**src/rtl/uart_pkg.sv**
```systemverilog
// Shared UART definitions: receiver state encoding, parity modes and small helpers
// reused by the receiver and the future matching transmitter.
package uart_pkg;

  typedef enum logic [2:0] {
    ST_IDLE      = 3'd0,
    ST_START     = 3'd1,
    ST_DATA      = 3'd2,
    ST_PARITY    = 3'd3,
    ST_STOP      = 3'd4,
    ST_WAIT_IDLE = 3'd5
  } uart_rx_state_t;

  localparam int PAR_NONE = 32'd0;
  localparam int PAR_ODD  = 32'd1;
  localparam int PAR_EVEN = 32'd2;

  function automatic int baud_count(input int clk_freq, input int bps);
    return clk_freq / bps;
  endfunction

  function automatic logic maj3(input logic a, input logic b, input logic c);
    return (a & b) | (a & c) | (b & c);
  endfunction

  // data_xor is the XOR of all payload bits; odd mode needs data^parity == 1
  function automatic logic parity_fail(input logic data_xor, input logic par_bit, input logic odd);
    return odd ? ~(data_xor ^ par_bit) : (data_xor ^ par_bit);
  endfunction

endpackage

```
**src/rtl/uart_baud_gen.sv**
```systemverilog
// Baud-period counter with strobes one clock before, at, and after the bit centre,
// plus a wrap strobe at the end of each bit period.
module uart_baud_gen #(
  parameter int CNT_MAX = 32'd10
) (
  input  logic clk,
  input  logic rst_n,
  input  logic clear,
  output logic sample_early,
  output logic sample_mid,
  output logic sample_late,
  output logic wrap
);
  localparam int CNT_W = $clog2(CNT_MAX);
  localparam logic [CNT_W-1:0] CNT_LAST  = CNT_W'(CNT_MAX - 1);
  localparam logic [CNT_W-1:0] CNT_EARLY = CNT_W'(CNT_MAX / 2 - 1);
  localparam logic [CNT_W-1:0] CNT_MID   = CNT_W'(CNT_MAX / 2);
  localparam logic [CNT_W-1:0] CNT_LATE  = CNT_W'(CNT_MAX / 2 + 1);
  localparam logic [CNT_W-1:0] CNT_ONE   = CNT_W'(1);

  logic [CNT_W-1:0] cnt_q, cnt_d;

  // Next count: held at zero while cleared, otherwise free-running modulo CNT_MAX
  always_comb begin
    cnt_d = cnt_q;
    if (clear) begin
      cnt_d = {CNT_W{1'b0}};
    end else if (cnt_q == CNT_LAST) begin
      cnt_d = {CNT_W{1'b0}};
    end else begin
      cnt_d = cnt_q + CNT_ONE;
    end
  end

  // Counter register
  always_ff @(posedge clk or negedge rst_n) begin
    if (!rst_n) begin
      cnt_q <= {CNT_W{1'b0}};
    end else begin
      cnt_q <= cnt_d;
    end
  end

  assign sample_early = (cnt_q == CNT_EARLY);
  assign sample_mid   = (cnt_q == CNT_MID);
  assign sample_late  = (cnt_q == CNT_LATE);
  assign wrap         = (cnt_q == CNT_LAST);

endmodule

```
**src/rtl/uart_rx_cfg.sv**
```systemverilog
// Configurable UART receiver: 3-flop synchroniser, majority-voted bit centres,
// optional parity, 1-2 stop bits and a break-safe return to idle.
module uart_rx_cfg
  import uart_pkg::*;
#(
  parameter int CLK_FREQ  = 32'd50_000_000,
  parameter int UART_BPS  = 32'd9600,
  parameter int DATA_BITS = 32'd8,
  parameter int PARITY    = 32'd0,
  parameter int STOP_BITS = 32'd1
) (
  input  logic                 clk,
  input  logic                 rst_n,
  input  logic                 rx,
  output logic [DATA_BITS-1:0] po_data,
  output logic                 po_flag,
  output logic                 parity_err,
  output logic                 frame_err,
  output logic                 busy
);
  localparam int BAUD_CNT_MAX = baud_count(CLK_FREQ, UART_BPS);
  localparam logic [3:0] DATA_LAST = 4'(DATA_BITS - 1);
  localparam logic [3:0] STOP_LAST = 4'(STOP_BITS - 1);
  localparam logic PAR_IS_ODD = (PARITY == PAR_ODD);
  localparam logic PAR_USED   = (PARITY != PAR_NONE);

  uart_rx_state_t state_q, state_d;
  logic rx_s1_q, rx_s2_q, rx_s3_q;
  logic s_early_q, s_early_d, s_mid_q, s_mid_d;
  logic [3:0] bit_cnt_q, bit_cnt_d;
  logic [DATA_BITS-1:0] shift_q, shift_d, po_data_q, po_data_d;
  logic par_err_q, par_err_d, frm_err_q, frm_err_d;
  logic po_flag_q, po_flag_d, parity_err_q, parity_err_d;
  logic frame_err_q, frame_err_d, busy_q, busy_d;
  logic smp_early_s, smp_mid_s, dec_s, baud_wrap_s, fall_s, bit_s;

  uart_baud_gen #(.CNT_MAX(BAUD_CNT_MAX)) u_baud (
    .clk          (clk),
    .rst_n        (rst_n),
    .clear        (state_q == ST_IDLE),
    .sample_early (smp_early_s),
    .sample_mid   (smp_mid_s),
    .sample_late  (dec_s),
    .wrap         (baud_wrap_s)
  );

  assign fall_s = rx_s3_q & ~rx_s2_q;
  assign bit_s  = maj3(s_early_q, s_mid_q, rx_s2_q);

  // State register, synchroniser and datapath registers
  always_ff @(posedge clk or negedge rst_n) begin
    if (!rst_n) begin
      state_q      <= ST_IDLE;
      rx_s1_q      <= 1'b1;
      rx_s2_q      <= 1'b1;
      rx_s3_q      <= 1'b1;
      s_early_q    <= 1'b1;
      s_mid_q      <= 1'b1;
      bit_cnt_q    <= 4'd0;
      shift_q      <= {DATA_BITS{1'b0}};
      par_err_q    <= 1'b0;
      frm_err_q    <= 1'b0;
      po_data_q    <= {DATA_BITS{1'b0}};
      po_flag_q    <= 1'b0;
      parity_err_q <= 1'b0;
      frame_err_q  <= 1'b0;
      busy_q       <= 1'b0;
    end else begin
      state_q      <= state_d;
      rx_s1_q      <= rx;
      rx_s2_q      <= rx_s1_q;
      rx_s3_q      <= rx_s2_q;
      s_early_q    <= s_early_d;
      s_mid_q      <= s_mid_d;
      bit_cnt_q    <= bit_cnt_d;
      shift_q      <= shift_d;
      par_err_q    <= par_err_d;
      frm_err_q    <= frm_err_d;
      po_data_q    <= po_data_d;
      po_flag_q    <= po_flag_d;
      parity_err_q <= parity_err_d;
      frame_err_q  <= frame_err_d;
      busy_q       <= busy_d;
    end
  end

  // Next-state logic; a low final stop bit parks in WAIT_IDLE so a break cannot retrigger
  always_comb begin
    state_d = state_q;
    case (state_q)
      ST_IDLE: begin
        if (fall_s) state_d = ST_START;
        else        state_d = ST_IDLE;
      end
      ST_START: begin
        if (dec_s) state_d = bit_s ? ST_IDLE : ST_DATA;
        else       state_d = ST_START;
      end
      ST_DATA: begin
        if (dec_s && (bit_cnt_q == DATA_LAST)) state_d = PAR_USED ? ST_PARITY : ST_STOP;
        else                                   state_d = ST_DATA;
      end
      ST_PARITY: begin
        if (dec_s) state_d = ST_STOP;
        else       state_d = ST_PARITY;
      end
      ST_STOP: begin
        if (dec_s && (bit_cnt_q == STOP_LAST)) state_d = bit_s ? ST_IDLE : ST_WAIT_IDLE;
        else                                   state_d = ST_STOP;
      end
      ST_WAIT_IDLE: begin
        if (rx_s2_q) state_d = ST_IDLE;
        else         state_d = ST_WAIT_IDLE;
      end
      default: state_d = ST_IDLE;
    endcase
  end

  // Datapath and output logic: votes, shifting, error latching and the result strobe
  always_comb begin
    s_early_d    = s_early_q;
    s_mid_d      = s_mid_q;
    bit_cnt_d    = bit_cnt_q;
    shift_d      = shift_q;
    par_err_d    = par_err_q;
    frm_err_d    = frm_err_q;
    po_data_d    = po_data_q;
    po_flag_d    = 1'b0;
    parity_err_d = parity_err_q;
    frame_err_d  = frame_err_q;
    busy_d       = (state_d != ST_IDLE);

    // Votes from a finished bit period are discarded at the boundary
    if (smp_early_s)      s_early_d = rx_s2_q;
    else if (baud_wrap_s) s_early_d = 1'b1;
    else                  s_early_d = s_early_q;
    if (smp_mid_s)        s_mid_d = rx_s2_q;
    else if (baud_wrap_s) s_mid_d = 1'b1;
    else                  s_mid_d = s_mid_q;

    if (state_d != state_q) bit_cnt_d = 4'd0;
    else if (dec_s)         bit_cnt_d = bit_cnt_q + 4'd1;
    else                    bit_cnt_d = bit_cnt_q;

    case (state_q)
      ST_IDLE: begin
        par_err_d = 1'b0;
        frm_err_d = 1'b0;
      end
      ST_DATA: begin
        if (dec_s) shift_d = {bit_s, shift_q[DATA_BITS-1:1]};
        else       shift_d = shift_q;
      end
      ST_PARITY: begin
        if (dec_s) par_err_d = parity_fail(^shift_q, bit_s, PAR_IS_ODD);
        else       par_err_d = par_err_q;
      end
      ST_STOP: begin
        if (dec_s) begin
          frm_err_d = frm_err_q | ~bit_s;
          if (bit_cnt_q == STOP_LAST) begin
            po_flag_d    = 1'b1;
            po_data_d    = shift_q;
            parity_err_d = par_err_q;
            frame_err_d  = frm_err_q | ~bit_s;
          end else begin
            po_flag_d = 1'b0;
          end
        end else begin
          frm_err_d = frm_err_q;
        end
      end
      default: begin
        shift_d = shift_q;
      end
    endcase
  end

  assign po_data    = po_data_q;
  assign po_flag    = po_flag_q;
  assign parity_err = parity_err_q;
  assign frame_err  = frame_err_q;
  assign busy       = busy_q;

endmodule

```
**config.mk**
```make
export PLATFORM = sky130hd
export DESIGN_NAME = uart_rx_cfg
export DESIGN_NICKNAME = d
export VERILOG_FILES = /design/src/rtl/uart_pkg.sv /design/src/rtl/uart_baud_gen.sv /design/src/rtl/uart_rx_cfg.sv
export SDC_FILE = /design/constraint.sdc
export NUM_CORES = 1
export LEC_CHECK = 0
export CAP_MARGIN = 20
export CORE_MARGIN = 2
export CORE_UTILIZATION = 55
export CTS_BUF_LIST = sky130_fd_sc_hd__clkbuf_4
export DETAILED_ROUTE_END_ITERATION = 8
export PLACE_DENSITY = 0.83
export SLEW_MARGIN = 20
export SYNTH_ARGS = -nofsm -noshare
export SYNTH_HDL_FRONTEND = slang
export SYNTH_SLANG_ARGS = --single-unit
```
**constraint.sdc**
```tcl
create_clock -name clk -period 5.4 [get_ports clk]
set_input_delay 1.08 -clock clk [delete_from_list [all_inputs] [get_ports clk]]
set_output_delay 1.08 -clock clk [all_outputs]
set_load 0.05 [all_outputs]
```
==> results.toml <==
[pwr]
clock_power_share_pct = 29.7
pwr-share-comb_pct = 12.9
power_leakage_nw = 1.18
swShare_pct = 27.7
max-vdd-ir-drop_v = 0.000224
power-per-cell-area_mw_per_mm2 = 275
p_int_w = 0.000513
power_switching_w = 0.000196
power_w = 0.000710
seqPwrFrac_pct = 57.4

[timing]
rsz0062_at_grt = "false"
finalSetupTns_ps = 0
finClkSkew_ps = 14.6
worst_slew_pin_slew_ps = 643
finalHoldViolations = 0
final.period_utilization_pct = 48.9
fmax_ghz = 0.379
drv_slew = 0
min_period_ps = 2640
setup_violations = 0
slew-limit-headroom_pct = 56.9
whs_ps = 368

[clock_tree]
clock_path_buffers = 2
cts_setup_buffers = 0
cts_resized = 0
cts_tree = "done"
clock_sinks = 47
clk_latency_ps = 360
cts_buffers = 5
root_buffer = "clkbuf_4"
path_clk_slew_ps = 130
htreeDepth = 2
postCtsHoldBufs = 0

[critical_path]
cp.required_ps = 4320
path_cells = "clkdlybuf4s50_1"
path_class = "reg -> out"
critPathSlowestCell = "clkdlybuf4s50_1"
cp_max_fo = 2
cp.depth = 1
start_kind = "register"
crit_end = "po_data[7]"
crit_start = "po_data[7]"
cp_num_buf_inv = 1
slowest_delay_ps = 810
reg2reg_to = "shift_q[3]"
cp_top_family = "buffers and inverters"
worstRegToRegCells = 4
worstReg2RegStart = "u_baud.cnt_q[4]"
r2r_slack_ps = 3140
crit_arrival_ps = 1560
end_kind = "primary output"

[synth]
synthCells = 207
synthFlopType = "dfrtp_1"
synth.yosys.warnings = 0
synthMostInstantiatedCell = "dfrtp_1"
synth_area_leaders = "dfrtp_1 44%, mux2_4 9.5%, dfstp_2 5.6%"
synth_area_mm2 = 0.00236
yosysTopAreaCell = "dfrtp_1"
synth_top_cell_area_share_pct = 44.5
synth_edf_count = 0
synth_seq_cells = 47
syn_avg_cell_area_um2 = 11.4
synth_nets = 215
async_flop_share_pct = 100
synth_commonest_cells = "42 x dfrtp_1, 23 x nor2_1, 15 x mux2_4"
seq_area_frac_synth_pct = 50.0
synth.distinct_cells = 46

[place]
io_buffers = 14
post-dp-hpwl_um = 2820
gp_congestion = 0.823

[route]
ant_nets = 0
vias = 1522
wl_per_cell_um = 15.1
viasPerCell = 5.62
dr.pass1.iters = 5
routed_wl_um = 4100
route.detailed.drc = 0
drt-initial-drc-count = 106

[final_layout]
antennaDiodeCount = 0
num-fill-cells = 330
final_nets = 228
drive_gt1_share_pct = 17.2
area_delta_synth_final_pct = 9.11

[floorplanning]
die_area_mm2 = 0.00484
io_pins = 15
die_h_um = 69.6
initial_core_util_pct = 58.2
coreArea_mm2 = 0.00406
die_x_um = 69.6
row_count = 23

[global_routing]
grtUsageTotal_pct = 19.2
overflow = 0
grt_max_degree = 48
grt_pass1_wl_um = 7400
antenna_found_initial = 0
grt_pass1_vias = 1572

[flow_run]
cap_viol_max_count = 0

[hold_path]
min-delay-path-class = "reg -> reg"

[outcome]
status = "complete, no violations"
==> worst min path at each step <==
stage / endpoint / slack [ps] / from / depth (start not counted)
after floorplan: rx_s2_q / 350 / rx_s1_q / 0
after global placement: rx_s2_q / 350 / rx_s1_q / 0
after detailed placement: rx_s2_q / 350 / rx_s1_q / 0
after CTS: rx_s2_q / 370 / rx_s1_q / 0
after global routing: rx_s2_q / 370 / rx_s1_q / 0
final: rx_s2_q / 370 / rx_s1_q / 0
==> per-stage QoR <==
step | instances | setup slack, ps | cell area (µm²) | utilization (%)
finish | 271 | 2760 | 2580 | 63.6
global route | 271 | 2680 | 2580 | 63.6
CTS | 271 | 2730 | 2580 | 63.5
detailed placement | 263 | 3150 | 2490 | 61.5
global placement | 263 | 3200 | 2490 | 61.5
floorplan | 207 | 3450 | 2360 | -
==> metal layers <==
metal | GRT usage, % | routed length [µm]
met3 | 4.36 | 137
met4 | 6.54 | 64
met1 | 23.3 | 1790
met2 | 33.4 | 2110
met5 | 0 | 0
==> registers in the layout (all words and copies together) (netlist names), 3 cells and up <==
signal,flops
shift_q,8
u_baud.cnt_q,13
bit_cnt_q,4
po_data,8
state_q,3
==> area by class of cell <==
| type | count | area [µm²] | area share [%] |
|---|---|---|---|
| sequential | 47 | 1180 | 45.9 |
| timing repair buffer | 14 | 138 | 5.34 |
| clock inverter | 2 | 37.5 | 1.46 |
| inverter | 12 | 45.0 | 1.75 |
| multi-input combinational | 140 | 1070 | 41.4 |
| clock buffer | 6 | 45.0 | 1.75 |
| tap | 50 | 62.6 | 2.43 |
==> power groups by stage <==
stage          sequential, W  clock [W]  combinational [W]
2_1_floorplan       0.000402          0          0.0000734
3_3_place_gp        0.000412          0          0.0000898
3_5_place_dp        0.000413          0          0.0000941
4_1_cts             0.000407   0.000220          0.0000938
5_1_grt             0.000413   0.000238           0.000106
6_report            0.000407   0.000211          0.0000919
==> cell usage in the layout, fill, tap and decap left out, types with 2 or more instances in the layout <==
cell / count
a21o_1: 2
a21oi_1: 8
a31oi_1: 2
and2_1: 2
and4_1: 2
clkbuf_4: 6
clkdlybuf4s50_1: 13
dfrtp_1: 42
dfstp_2: 5
ha_1: 5
inv_1: 12
mux2_4: 15
nand2_1: 14
nand2b_1: 3
nand3_1: 2
nand4_1: 4
nor2_1: 23
nor3_1: 5
o21ai_0: 5
o31ai_1: 4
or4_1: 2
xnor2_1: 14
xor2_1: 8
==> kinds of logic after synthesis <==
| logic type | after synthesis | share of synthesized area [%] |
|---|---|---|
| compound gates | 25 | 6.56 |
| fa+ha+maj | 5 | 2.65 |
| buf+inv | 20 | 4.76 |
| simple gates | 72 | 17.8 |
| flops | 47 | 50.0 |
| xor+xnor | 22 | 8.15 |
| mux | 16 | 10.0 |
No activity file was read; power rests on OpenSTA's default activity.
